**src/rtl/compression_pkg.sv**
```systemverilog
// Shared constants for the text compressor, the symbol packer and the
// receive-side expander. Symbol width is fixed by the compressor alphabet.
package compression_pkg;

   localparam int SYM_W  = 7;   // compressed symbol width
   localparam int BYTE_W = 8;   // serial link byte width
   localparam int ACC_W  = 14;  // holds one partial byte plus one full symbol
   localparam int FILL_W = 4;   // fill count 0..14

endpackage : compression_pkg

```
**src/rtl/symbol_accumulator.sv**
```systemverilog
// Bit accumulator for the symbol packer. Valid bits sit MSB-aligned in
// r_acc with the oldest bit at r_acc[ACC_W-1]; every bit below the fill
// point is kept at zero, so the top byte is already zero-padded whenever
// fewer than 8 bits remain.
module symbol_accumulator
   import compression_pkg::*;
(
   input  logic              clk,
   input  logic              reset,       // asynchronous, active-low
   input  logic              i_append,    // append i_sym below the current fill
   input  logic [SYM_W-1:0]  i_sym,
   input  logic              i_drain,     // remove the oldest 8 bits
   input  logic              i_pad,       // discard everything after a padded extract
   output logic [FILL_W-1:0] o_fill,
   output logic [BYTE_W-1:0] o_top_byte
);

   logic [ACC_W-1:0]  r_acc;
   logic [FILL_W-1:0] r_fill;
   logic [ACC_W-1:0]  w_sym_placed;
   logic [FILL_W-1:0] w_shift;

   // Appends only happen with fewer than 8 bits held, so the shift
   // (7 - fill) never underflows when it matters.
   assign w_shift      = FILL_W'(SYM_W) - r_fill;
   assign w_sym_placed = {{(ACC_W-SYM_W){1'b0}}, i_sym} << w_shift;

   assign o_fill     = r_fill;
   assign o_top_byte = r_acc[ACC_W-1 -: BYTE_W];

   // Accumulator and fill count: append, drain a byte, or clear after padding.
   always_ff @(posedge clk or negedge reset) begin
      if (!reset) begin
         r_acc  <= '0;
         r_fill <= '0;
      end else if (i_append) begin
         r_acc  <= r_acc | w_sym_placed;
         r_fill <= r_fill + FILL_W'(SYM_W);
      end else if (i_drain) begin
         r_acc  <= r_acc << BYTE_W;
         r_fill <= r_fill - FILL_W'(BYTE_W);
      end else if (i_pad) begin
         r_acc  <= '0;
         r_fill <= '0;
      end
   end

endmodule : symbol_accumulator

```
**src/rtl/symbol_packer.sv**
```systemverilog
// Packs 7-bit compressed symbols MSB-first into 8-bit bytes (8 symbols ->
// 7 bytes). A flush closes the message: any partial byte is zero-padded
// and emitted with out_last set.
// Handshakes: a transfer happens on a rising edge where valid and ready are
// both high; valid never waits on ready, and in_ready depends on registers
// only (never on out_ready).
// Optional build macro PACK_STATS_EN adds the sym_count port (accepted
// symbols since reset, wrapping at 16 bits).
module symbol_packer
   import compression_pkg::*;
(
   input  logic              clk,
   input  logic              reset,       // asynchronous, active-low
   input  logic [SYM_W-1:0]  in_sym,
   input  logic              in_valid,
   output logic              in_ready,
   input  logic              flush,
   output logic [BYTE_W-1:0] out_byte,
   output logic              out_valid,
   input  logic              out_ready,
   output logic              out_last
`ifdef PACK_STATS_EN
   ,
   output logic [15:0]       sym_count
`endif
);

   logic [BYTE_W-1:0] r_out_byte;
   logic              r_out_valid;
   logic              r_out_last;
   logic              r_flush_pending;

   logic [FILL_W-1:0] w_fill;
   logic [BYTE_W-1:0] w_top_byte;
   logic              w_slot_free;
   logic              w_accept;
   logic              w_drain;
   logic              w_pad;
   logic              w_flush_empty;
   logic              w_load;

   assign in_ready      = (w_fill < FILL_W'(BYTE_W)) && !r_flush_pending;
   assign w_accept      = in_valid && in_ready;
   assign w_slot_free   = !r_out_valid || out_ready;
   // Full bytes always leave before a flush pads the remainder.
   assign w_drain       = w_slot_free && (w_fill >= FILL_W'(BYTE_W));
   assign w_pad         = r_flush_pending && (w_fill != '0) &&
                          (w_fill < FILL_W'(BYTE_W)) && w_slot_free;
   assign w_flush_empty = r_flush_pending && (w_fill == '0);
   assign w_load        = w_drain || w_pad;

   symbol_accumulator u_acc (
      .clk        (clk),
      .reset      (reset),
      .i_append   (w_accept),
      .i_sym      (in_sym),
      .i_drain    (w_drain),
      .i_pad      (w_pad),
      .o_fill     (w_fill),
      .o_top_byte (w_top_byte)
   );

   // Output register: load a full or padded byte, otherwise hold until taken.
   always_ff @(posedge clk or negedge reset) begin
      if (!reset) begin
         r_out_byte  <= '0;
         r_out_valid <= 1'b0;
         r_out_last  <= 1'b0;
      end else if (w_load) begin
         r_out_byte  <= w_top_byte;
         r_out_valid <= 1'b1;
         r_out_last  <= w_pad;
      end else if (out_ready) begin
         r_out_valid <= 1'b0;
      end
   end

   // Flush control: a request is latched until the remainder is padded out
   // or found empty; requests while one is pending are ignored.
   always_ff @(posedge clk or negedge reset) begin
      if (!reset) begin
         r_flush_pending <= 1'b0;
      end else if (r_flush_pending) begin
         if (w_pad || w_flush_empty) r_flush_pending <= 1'b0;
      end else if (flush) begin
         r_flush_pending <= 1'b1;
      end
   end

   assign out_byte  = r_out_byte;
   assign out_valid = r_out_valid;
   assign out_last  = r_out_last;

`ifdef PACK_STATS_EN
   logic [15:0] r_sym_count;

   // Accepted-symbol counter, wraps naturally at 16 bits.
   always_ff @(posedge clk or negedge reset) begin
      if (!reset)        r_sym_count <= '0;
      else if (w_accept) r_sym_count <= r_sym_count + 16'd1;
   end

   assign sym_count = r_sym_count;
`endif

endmodule : symbol_packer
```
**config.mk**
```make
export PLATFORM = sky130hd
export DESIGN_NAME = symbol_packer
export DESIGN_NICKNAME = d
export VERILOG_FILES = /design/src/rtl/compression_pkg.sv /design/src/rtl/symbol_accumulator.sv /design/src/rtl/symbol_packer.sv
export SDC_FILE = /design/constraint.sdc
export NUM_CORES = 1
export LEC_CHECK = 0
export CAP_MARGIN = 10
export CORE_MARGIN = 10
export CORE_UTILIZATION = 55
export DETAILED_ROUTE_END_ITERATION = 16
export MAX_ROUTING_LAYER = met4
export PLACE_DENSITY = 0.8
export SETUP_SLACK_MARGIN = 0.2
export SLEW_MARGIN = 10
export SYNTH_ARGS = -nofsm -noshare
export SYNTH_HDL_FRONTEND = slang
export SYNTH_SLANG_ARGS = --single-unit
```
**constraint.sdc**
```tcl
create_clock -name clk -period 4.3 [get_ports clk]
set_input_delay 0.86 -clock clk [delete_from_list [all_inputs] [get_ports clk]]
set_output_delay 0.86 -clock clk [all_outputs]
set_load 0.01 [all_outputs]
```
# == Yosys cells after proc, flatten, opt, wreduce, memory -nomap -nowiden ==
# Index checks and enable logic that the tools add are counted.
# word_totals
word_cells,40
latch_bits,0
mem_bits_ro,0
output_inout_bits,11
ram_bits,0
memories,0
register_bits,29
# classes
muxes,11
n_mul,0
n_bitwise,1
n_shift,1
reduce_logical,16
div,0
eq_ne,0
magnitude_cmp,2
add_sub_neg,3
# ops
cell,n
14-bit 2-to-1 mux,3
14-bit OR,1
7-bit by 4-bit << shifter with 14-bit output,1
4-bit 2-to-1 mux,3
1-bit logical AND,7
1-bit 2-to-1 mux,5
4-bit by 3-bit adder with 4-bit output (second input constant),1
4-bit >= comparator (second input constant),1
4-bit zero test,1
4-bit < comparator (second input constant),1
4-bit nonzero test,1
3-bit by 4-bit subtractor with 4-bit output (first input constant),1
4-bit subtractor (second input constant),1
1-bit logical OR,3
3-bit nonzero test,1
1-bit zero test,2
2-bit nonzero test,1

# == Depth between registers and ports, before layout ==
# Gate-level depths: netlist of run 1.
# depth
word_depth,7
mapped_depth,9
ltp_nobuf,6

# == By module ==
# A second synthesis of run 1 with hierarchy kept.
# unflattened
cells_unflattened,160
hier_area_um2,1609.0
# by_module_without_submodules
mod,area_per_inst_um2,instances,cells_per_inst
symbol_accumulator,1136.1,1,126
symbol_packer,473.0,1,34

# == Worst setup path after synthesis of run 1 ==
# No wires, ideal clock.
# synth_path
kind,input port to flip-flop
start,in out_ready
end,reg u_acc.r_acc[10]
required_time_ps,4174
slack_ps,2308
n_path_buf,3
arrival_ps,1866
cell_stages,6
path_cell_list,nor2b_1 > clkbuf_1 > or2_1 > buf_6 > buf_6 > a221o_1
# synth_via
elab_chain_len,4
# synth_lines
item,line_no,source
from (decl),symbol_packer.sv:20,"input logic out_ready,"
1-bit logical OR (*),symbol_packer.sv:44,assign w_slot_free = !r_out_valid || out_ready;
1-bit logical AND,symbol_packer.sv:46,assign w_drain = w_slot_free && (w_fill >= FILL_W'(BYTE_W));
14-bit 2-to-1 mux,symbol_accumulator.sv:39,end else if (i_drain) begin
14-bit 2-to-1 mux,symbol_accumulator.sv:36,end else if (i_append) begin
to (signal assigned),symbol_accumulator.sv:37,r_acc <= r_acc | w_sym_placed;
to (signal assigned),symbol_accumulator.sv:40,r_acc <= r_acc << BYTE_W;
to (decl),symbol_accumulator.sv:18,logic [ACC_W-1:0] r_acc;
# Mark *: on every way between the ends. The rest lies on a longest branch, timed or not.
# A chain may end at the register's enable or synchronous reset.

# == Worst setup path in the final report of run 1 ==
# layout_path
start,"reg u_acc.r_fill[1], in the netlist u_acc.o_fill[1]"
end,"reg r_out_byte[3], in the netlist out_byte[3]"
# layout_via
elab_chain_len,5
# layout_lines
item,line_no,source
from (decl),symbol_accumulator.sv:19,logic [FILL_W-1:0] r_fill;
from (signal assigned),symbol_accumulator.sv:38,r_fill <= r_fill + FILL_W'(SYM_W);
from (signal assigned),symbol_accumulator.sv:41,r_fill <= r_fill - FILL_W'(BYTE_W);
branches (longest 4 deep; another with 4-bit < comparator),n/a,
1-bit logical OR (*),symbol_packer.sv:50,assign w_load = w_drain || w_pad;
to (signal assigned),symbol_packer.sv:70,r_out_byte <= w_top_byte;
to (decl),symbol_packer.sv:28,logic [BYTE_W-1:0] r_out_byte;
# Mark *: on every way between the ends.

==> results of run 1 <==
==> sequential cells by signal (all words and copies together), names as in the netlist <==
signal and cells:
u_acc.o_fill 4, out_last 1, out_valid 1, out_byte 8, u_acc.r_acc 14, r_flush_pending 1
==> final timing paths <==
kind / from / cells after the start / slack, ns / end
setup / recovery: u_acc.o_fill[1] / 6 / 1.80 / out_byte[3]
hold / removal: u_acc.r_acc[2] / 1 / 0.50 / u_acc.r_acc[2]
setup reg to reg: u_acc.o_fill[1] / 6 / 1.80 / out_byte[3]
hold reg to reg: u_acc.r_acc[2] / 1 / 0.50 / u_acc.r_acc[2]
max in group asynchronous: reset / 2 / 3.13 / out_last
min in group asynchronous: reset / 2 / 0.90 / u_acc.r_acc[9]
==> per-stage QoR <==
step	instance area, um2	setup slack [ns]
after floorplan	1540	2.31
after global placement	1740	1.57
after detailed placement	1740	1.47
after CTS	1850	1.80
after global routing	1850	1.57
final	1850	1.80
==> kinds of logic after synthesis <==
logic type                 synth area share, %
muxes                                     14.6
adders and majority gates                0.810
and+or+nand+nor                           15.9
buffers and inverters                     5.83
DFF                                       47.0
AOI/OAI and AO/OA                         15.9
==> final cells by class <==
class / instances / area (um2) / share of cell area, %
inverters: 6 / 22.5 / 1.22
clock buffers: 5 / 37.5 / 2.03
multi-input cells: 106 / 728 / 39.5
well taps: 31 / 38.8 / 2.10
clock inverters: 3 / 65.1 / 3.53
repair buffers: 23 / 228 / 12.3
flip-flops and latches: 29 / 726 / 39.3
==> placed cells by master (no fill, tap or decap), types with 2 or more instances in the layout <==
cell,n
mux2i_1,9
nand3_1,5
nor3_1,8
a311oi_1,2
a31oi_1,2
nand2_1,8
a22o_1,2
dfrtp_1,29
o21ai_0,8
a211oi_1,2
a21oi_1,7
mux2_2,12
clkdlybuf4s50_1,22
nand4_1,2
a221o_1,3
bufinv_16,2
clkbuf_4,5
nor2_1,15
nor2b_1,3
inv_1,5
==> power by group through the flow <==
stage	Clock, uW	Sequential, uW	Combinational (uW)
floorplan	0	453	499
global placement	0	505	601
detailed placement	0	512	617
CTS	282	506	631
global route	293	526	693
finish	278	507	631
==> routing by layer <==
metal / wire length [um] / track usage [%] / vias up
met3: 202 / 4.49 / 11
li1: - / - / 594
met2: 1640 / 22.2 / 46
met1: 1570 / 16.6 / 600
met5: 0 / - / -
met4: 96 / 9.49 / 0
==> worst max-delay path, stage by stage (launching register included) <==
cell,delay (ns)
dfrtp_1,0.60
inv_1,0.24
ha_1,0.26
nand2b_4,0.07
a21oi_2,0.26
or2_1,0.55
mux2_2,0.41
==> reports/metrics.cfg, run 1 <==
[timing]
finalHoldViolCount=0
tightest_slew_ns=0.717
fin_crit_ns=2.50
fin_hold_ws_ns=0.503
drv_slew=0
fmax_ghz=0.399
rsz0062_at_grt=no
fin_skew_ns=0.00703
setup_viol=0
fin_crit_sh_pct=58.3
slew_headroom_pct=52.1
tns_ns=0

[route]
wl_um=3510
wl_per_cell_um=17.3
via_per_inst=6.16
num_vias=1251
firstDrtPassIters=4
drc=0
ant_nets=0
drtIter0Drc=82

[synthesis]
netlist_area_um2=1540
synth_common_cells=dfrtp_1 (29), nor2_1 (15), mux2_2 (12), mux2i_1 (9)
ys_seq_area_share_pct=47.0
synth_edf_count=0
synth_cells=153
synth_top_area_cell=dfrtp_1
async_flop_share_pct=100
yosys_warnings=0
synth_most_common_cell=dfrtp_1
synth_top_area_share_pct=47.0
ys_ff_latch=29
syn_avg_cell_area_um2=10.1
syn_nets=166
synthTopCellsByArea=dfrtp_1 (47%), mux2_2 (8.8%), mux2i_1 (5.8%)
ys_types=40
synth_ff_type=dfrtp_1

[critical_path]
critPathKind=flip-flop to flip-flop
cp_max_fo=18
end_kind=flip-flop
worstPathArrival_ns=2.72
cp.required_ns=4.51
start_kind=flip-flop

[placement]
placedCellCount=195
io_buffers=22
gp_congestion=0.886
dp_hpwl_um=2560

[clocking]
cts_buffers=5
cts.clk_slew.worst_paths_ns=0.09
hold_buffers=0
postCtsSetupRepairBufs=0
htreeDepth=2
cts_resized=0
cts_buffer_depth=2
root_buffer=clkbuf_4
clock-sinks=29
clkLatencyLatePin_ns=0.33
tritoncts=built

[layout]
area_growth_pct=19.5
final_layout_size_suffix_gt1_share_pct=15.7
fin_util_pct=68.1
antenna_cells=0
instances_no_fill=203
nNetsFinal=184
nFillCells=226

[global_route]
grt_pass1_wl_um=5890
grt-ovfl-total=0
antenna_found_initial=0
grt_max_degree=30
grt_util_all_layers_pct=14.7
grt_pass1_vias=1240

[floorplanning]
initial_core_util_pct=57.0
die_w_um=73.0
fp.coreArea_um2=2710
dieArea_um2=5330
die_height_um=73.0
ioPinCount=23
rows=19

[power]
clkPwrFrac_pct=19.6
p_leak_uw=0.000798
power_uw=1420
p_int_uw=877
p_seq_share_pct=35.8
netSwitchingFraction_pct=38.1
p_comb_share_pct=44.6
ir_drop_mv=0.551
p_switching_uw=538
powerDensity_nw_per_um2=767

[run_status]
status=finished, final reports clean

[min_path]
hp-class=flip-flop to flip-flop

[flow_run]
max-cap-violations=0

(Power assumes the default switching activity.)
==> run 2, diff against run 1 <==
CORE_UTILIZATION = 53   (was 55)
PLACE_DENSITY = 0.77   (was 0.8)
clock period = 2.6 ns   (was 4.3 ns; I/O delays follow)
==> reports/metrics.cfg, run 2 (synthesis results as in run 1) <==
[layout]
largest_reg_flops=14
final_common_cell=dfrtp_1
area_growth_pct=18.9
instances_no_fill=207
design_area_um2=1840
final_layout_size_suffix_gt1_share_pct=17.6
nNetsFinal=189
final_cell_mix=dfrtp_1 (29), clkdlybuf4s50_1 (22), nor2_1 (15), mux2_2 (12), mux2i_1 (9)
regMostFlops=u_acc.r_acc
antenna_cells=0

[timing]
slew_headroom_pct=71.8
layout_setup_ws_ns=0.509
tightest_slew_ns=0.418
tns_ns=0
fin_skew_ns=0.0158
drv_slew=0
fmax_ghz=0.478
rsz0062_at_grt=no
finalHoldViolCount=0
fin_crit_ns=2.09
setup_viol=0
fin_crit_sh_pct=80.4

[critical_path]
critPathMaxStageDelay_ns=0.40
r2r-end=out_byte[4]
start_kind=flip-flop
slowest_stage=dfrtp_1
cp.required_ns=2.81
crit_chain=inv_2 > ha_1 > nand2b_4 > a21oi_2 > or2_2 > mux2_2
regToRegStartpoint=u_acc.o_fill[0]
critPathKind=flip-flop to flip-flop
end_kind=flip-flop
worst-r2r-cell-count=6
reg2reg_slack_ns=0.51
setup.worst_path.start=u_acc.o_fill[0]
cp_max_fo=17
worstPathArrival_ns=2.30

[placement]
pre_cts_ws_ns=0.374
placedCellCount=200
post_dp_cell_area_um2=1780
io_buffers=22
dp_hpwl_um=2600
gp_congestion=0.883

[global_route]
grt_pass1_wl_um=5970
antenna_found_initial=0
grt-ovfl-total=0
grt_max_degree=30
grt_util_all_layers_pct=14.5
grt_pass1_vias=1254

[route]
wl_per_cell_um=16.7
ant_nets=0
num_vias=1252
drc=0
wl_um=3450
drtIter0Drc=78
firstDrtPassIters=4
via_per_inst=6.05

[power]
power_uw=2190
p_leak_uw=0.000800
powerDensity_nw_per_um2=1190
ir_drop_mv=1.09

[floorplanning]
rows=19
initial_core_util_pct=55.5
die_w_um=74.0
ioPinCount=23
fp.coreArea_um2=2780
dieArea_um2=5470
die_height_um=74.0

[run_status]
status=finished, final reports clean

[clocking]
clkLatencyLatePin_ns=0.33
cts.clk_slew.worst_paths_ns=0.10
clock-sinks=29
cts_buffers=5
cts_buffer_depth=2
hold_buffers=0
htreeDepth=2
postCtsSetupRepairBufs=0
root_buffer=clkbuf_4
tritoncts=built

[min_path]
hold_end=u_acc.r_acc[1]
hold_start=u_acc.r_acc[1]
hp-class=flip-flop to flip-flop
holdPathStages=1

[flow_run]
max-cap-violations=0

==> run 2: cell types whose count changed in the layout (fill, tap and decap cells not counted) <==
cell and change:
buf_4 +5, bufinv_16 -2, clkbuf_1 +1, clkbuf_8 +1
clkinv_2 -1, or2_1 -1, or2_2 +1
==> run 2: routing by layer <==
layer	track usage (%)	wire length [um]
met1	17.7	1600
met2	21.7	1600
met3	4.39	195
met4	6.21	59
met5	-	0
==> run 2: cell type report <==
cell class                 count  area, um2
clock buffer                   7       55.1
fill                         217        946
inverter                       6       22.5
multi-input combinational    106        728
sequential                    29        726
tap                           31       38.8
timing repair buffer          28        265
==> run 2: power by group <==
group          total, uW  switching, uW  internal (uW)
clock                280            152            127
sequential           762            128            634
combinational       1150            593            555
==> run 2: stage by stage <==
step,hold WS (ns),util [%]
finish,0.501,66.0
global route,0.511,66.0
CTS,0.498,66.0
detailed placement,0.480,64.0
global placement,0.480,64.0
floorplan,0.224,-
==> run 2: what timing repair did <==
item,4_1_cts,5_1_grt
setup endpoints to repair,0,7
resized for setup,0,1
hold endpoints to repair,0,0
==> run 2: how the worst max path moves through the flow <==
stage	cells after the start	endpoint	slack, ns
global placement	6	out_byte[5]	0.41
detailed placement	6	out_byte[4]	0.37
floorplan	9	u_acc.r_acc[10]	0.72
finish	6	out_byte[4]	0.51
global route	6	out_byte[4]	0.39
CTS	6	out_byte[4]	0.36
==> run 2: worst max-delay path, delay by kind of cell (launching register included) <==
kind,cells,cell delay (ns)
simple gates,2,0.47
compound gates,1,0.31
flops,1,0.40
mux,1,0.38
buf+inv,1,0.16
fa+ha+maj,1,0.24
==> run 3, diff against run 2 <==
clock period = 2 ns   (was 2.6 ns; I/O delays follow)
==> reports/metrics.cfg, run 3 (synthesis results as in run 1) <==
[layout]
nFillCells=226
seq_area_um2=728
regMostFlops=u_acc.r_acc
area_growth_pct=24.3
multi_input_area_um2=747
antenna_cells=0
instances_no_fill=213
final_layout_size_suffix_gt1_share_pct=22.5
fin_util_pct=69.0
final_common_cell=dfrtp_1
final_cell_mix=dfrtp_1 (27), clkdlybuf4s50_1 (21), nor2_1 (15), mux2_2 (12), buf_4 (11)
largest_reg_flops=14
nNetsFinal=195

[critical_path]
worstPathArrival_ns=1.94
start_kind=flip-flop
end_kind=flip-flop
worst-r2r-cell-count=5
critPathKind=flip-flop to flip-flop
cp.required_ns=2.21
regToRegStartpoint=u_acc.o_fill[1]
reg2reg_slack_ns=0.26
r2r-end=u_acc.r_acc[11]
cp_max_fo=17

[timing]
setup_viol=0
tightest_slew_ns=0.450
fin_crit_ns=1.74
layout_setup_ws_ns=0.263
drv_slew=0
finalHoldViolCount=0
fmax_ghz=0.576
fin_skew_ns=0.00834
slew_headroom_pct=69.9
fin_crit_sh_pct=86.9
rsz0062_at_grt=yes

[power]
powerDensity_nw_per_um2=1590
p_leak_uw=0.000842
ir_drop_mv=1.75

[route]
drc=0
ant_nets=0
drtIter0Drc=124
num_vias=1309
via_per_inst=6.15
firstDrtPassIters=4
wl_um=3710
wl_per_cell_um=17.4

[clocking]
cts.clk_slew.worst_paths_ns=0.09
tritoncts=built
clock-sinks=29
cts_buffer_depth=2
cts_buffers=5
hold_buffers=0
root_buffer=clkbuf_4
clkLatencyLatePin_ns=0.33
htreeDepth=2

[flow_run]
max-cap-violations=0

[global_route]
grt_pass1_vias=1239
grt-ovfl-total=0
antenna_found_initial=0
grt_util_all_layers_pct=14.6
grt_pass1_wl_um=6040
grt_max_degree=30

[placement]
gp_congestion=0.941
dp_hpwl_um=2680
io_buffers=22
pre_cts_ws_ns=-0.0419
placedCellCount=203

[floorplanning]
ioPinCount=23
rows=19
fp.coreArea_um2=2780
dieArea_um2=5470
die_w_um=74.0
initial_core_util_pct=55.5
die_height_um=74.0

[min_path]
hp-class=primary input to async pin

[run_status]
status=finished, final reports clean

run 3: how the worst max path moves through the flow:
stage,slack (ns),startpoint,end,depth (start not counted)
after floorplan,0.20,u_acc.o_fill[1],u_acc.r_acc[10],9
after global placement,0.07,in_valid,u_acc.r_acc[8],5
after detailed placement,-0.04,in_valid,u_acc.r_acc[12],5
after CTS,0.21,u_acc.o_fill[3],in_ready,2
after global routing,0.19,u_acc.o_fill[1],u_acc.r_acc[11],5
final,0.26,u_acc.o_fill[1],u_acc.r_acc[11],5
run 3: cell type report:
type                            instances  share of cell area [%]
Multi-Input combinational cell        106                    38.9
Timing Repair Buffer                   34                    16.9
Tap cell                               31                    2.02
Sequential cell                        29                    37.9
Clock buffer                            7                    2.87
Inverter                                6                    1.30
run 3: worst max-delay path, stage by stage, from the launching register on:
cell       delay [ns]
dfrtp_1          0.37
buf_4            0.24
mux2_2           0.39
a2bb2oi_1        0.26
nor3_1           0.09
a221o_1          0.27
run 3: routing by layer:
layer	track usage, %	part of all wire [%]
met5	-	0
met4	7.87	2.3
met3	4.26	7.1
met2	21.1	45
met1	17.9	46
run 3: through the flow:
stage / instance area (um2) / TNS [ns] / power, uW / hold slack (ns)
2_1_floorplan: 1550 / 0 / 2060 / 0.104
3_3_place_gp: 1820 / 0 / 2540 / 0.477
3_5_place_dp: 1820 / -0.0419 / 2590 / 0.482
4_1_cts: 1890 / 0 / 2990 / 0.452
5_1_grt: 1920 / 0 / 3270 / 0.466
6_report: 1920 / 0 / 3050 / 0.447
run 3: repair_timing:
action,4_1_cts,5_1_grt
resized for setup,2,6
pin swaps,0,1
endpoints found under the setup margin,1,12
buffers inserted,2,1
run 3: power by group:
group	leakage [uW]	switching [uW]	internal, uW
logic	0.000439	876	860
registers	0.000371	130	828
clock network	0.0000314	191	166
total	0.000842	1200	1850
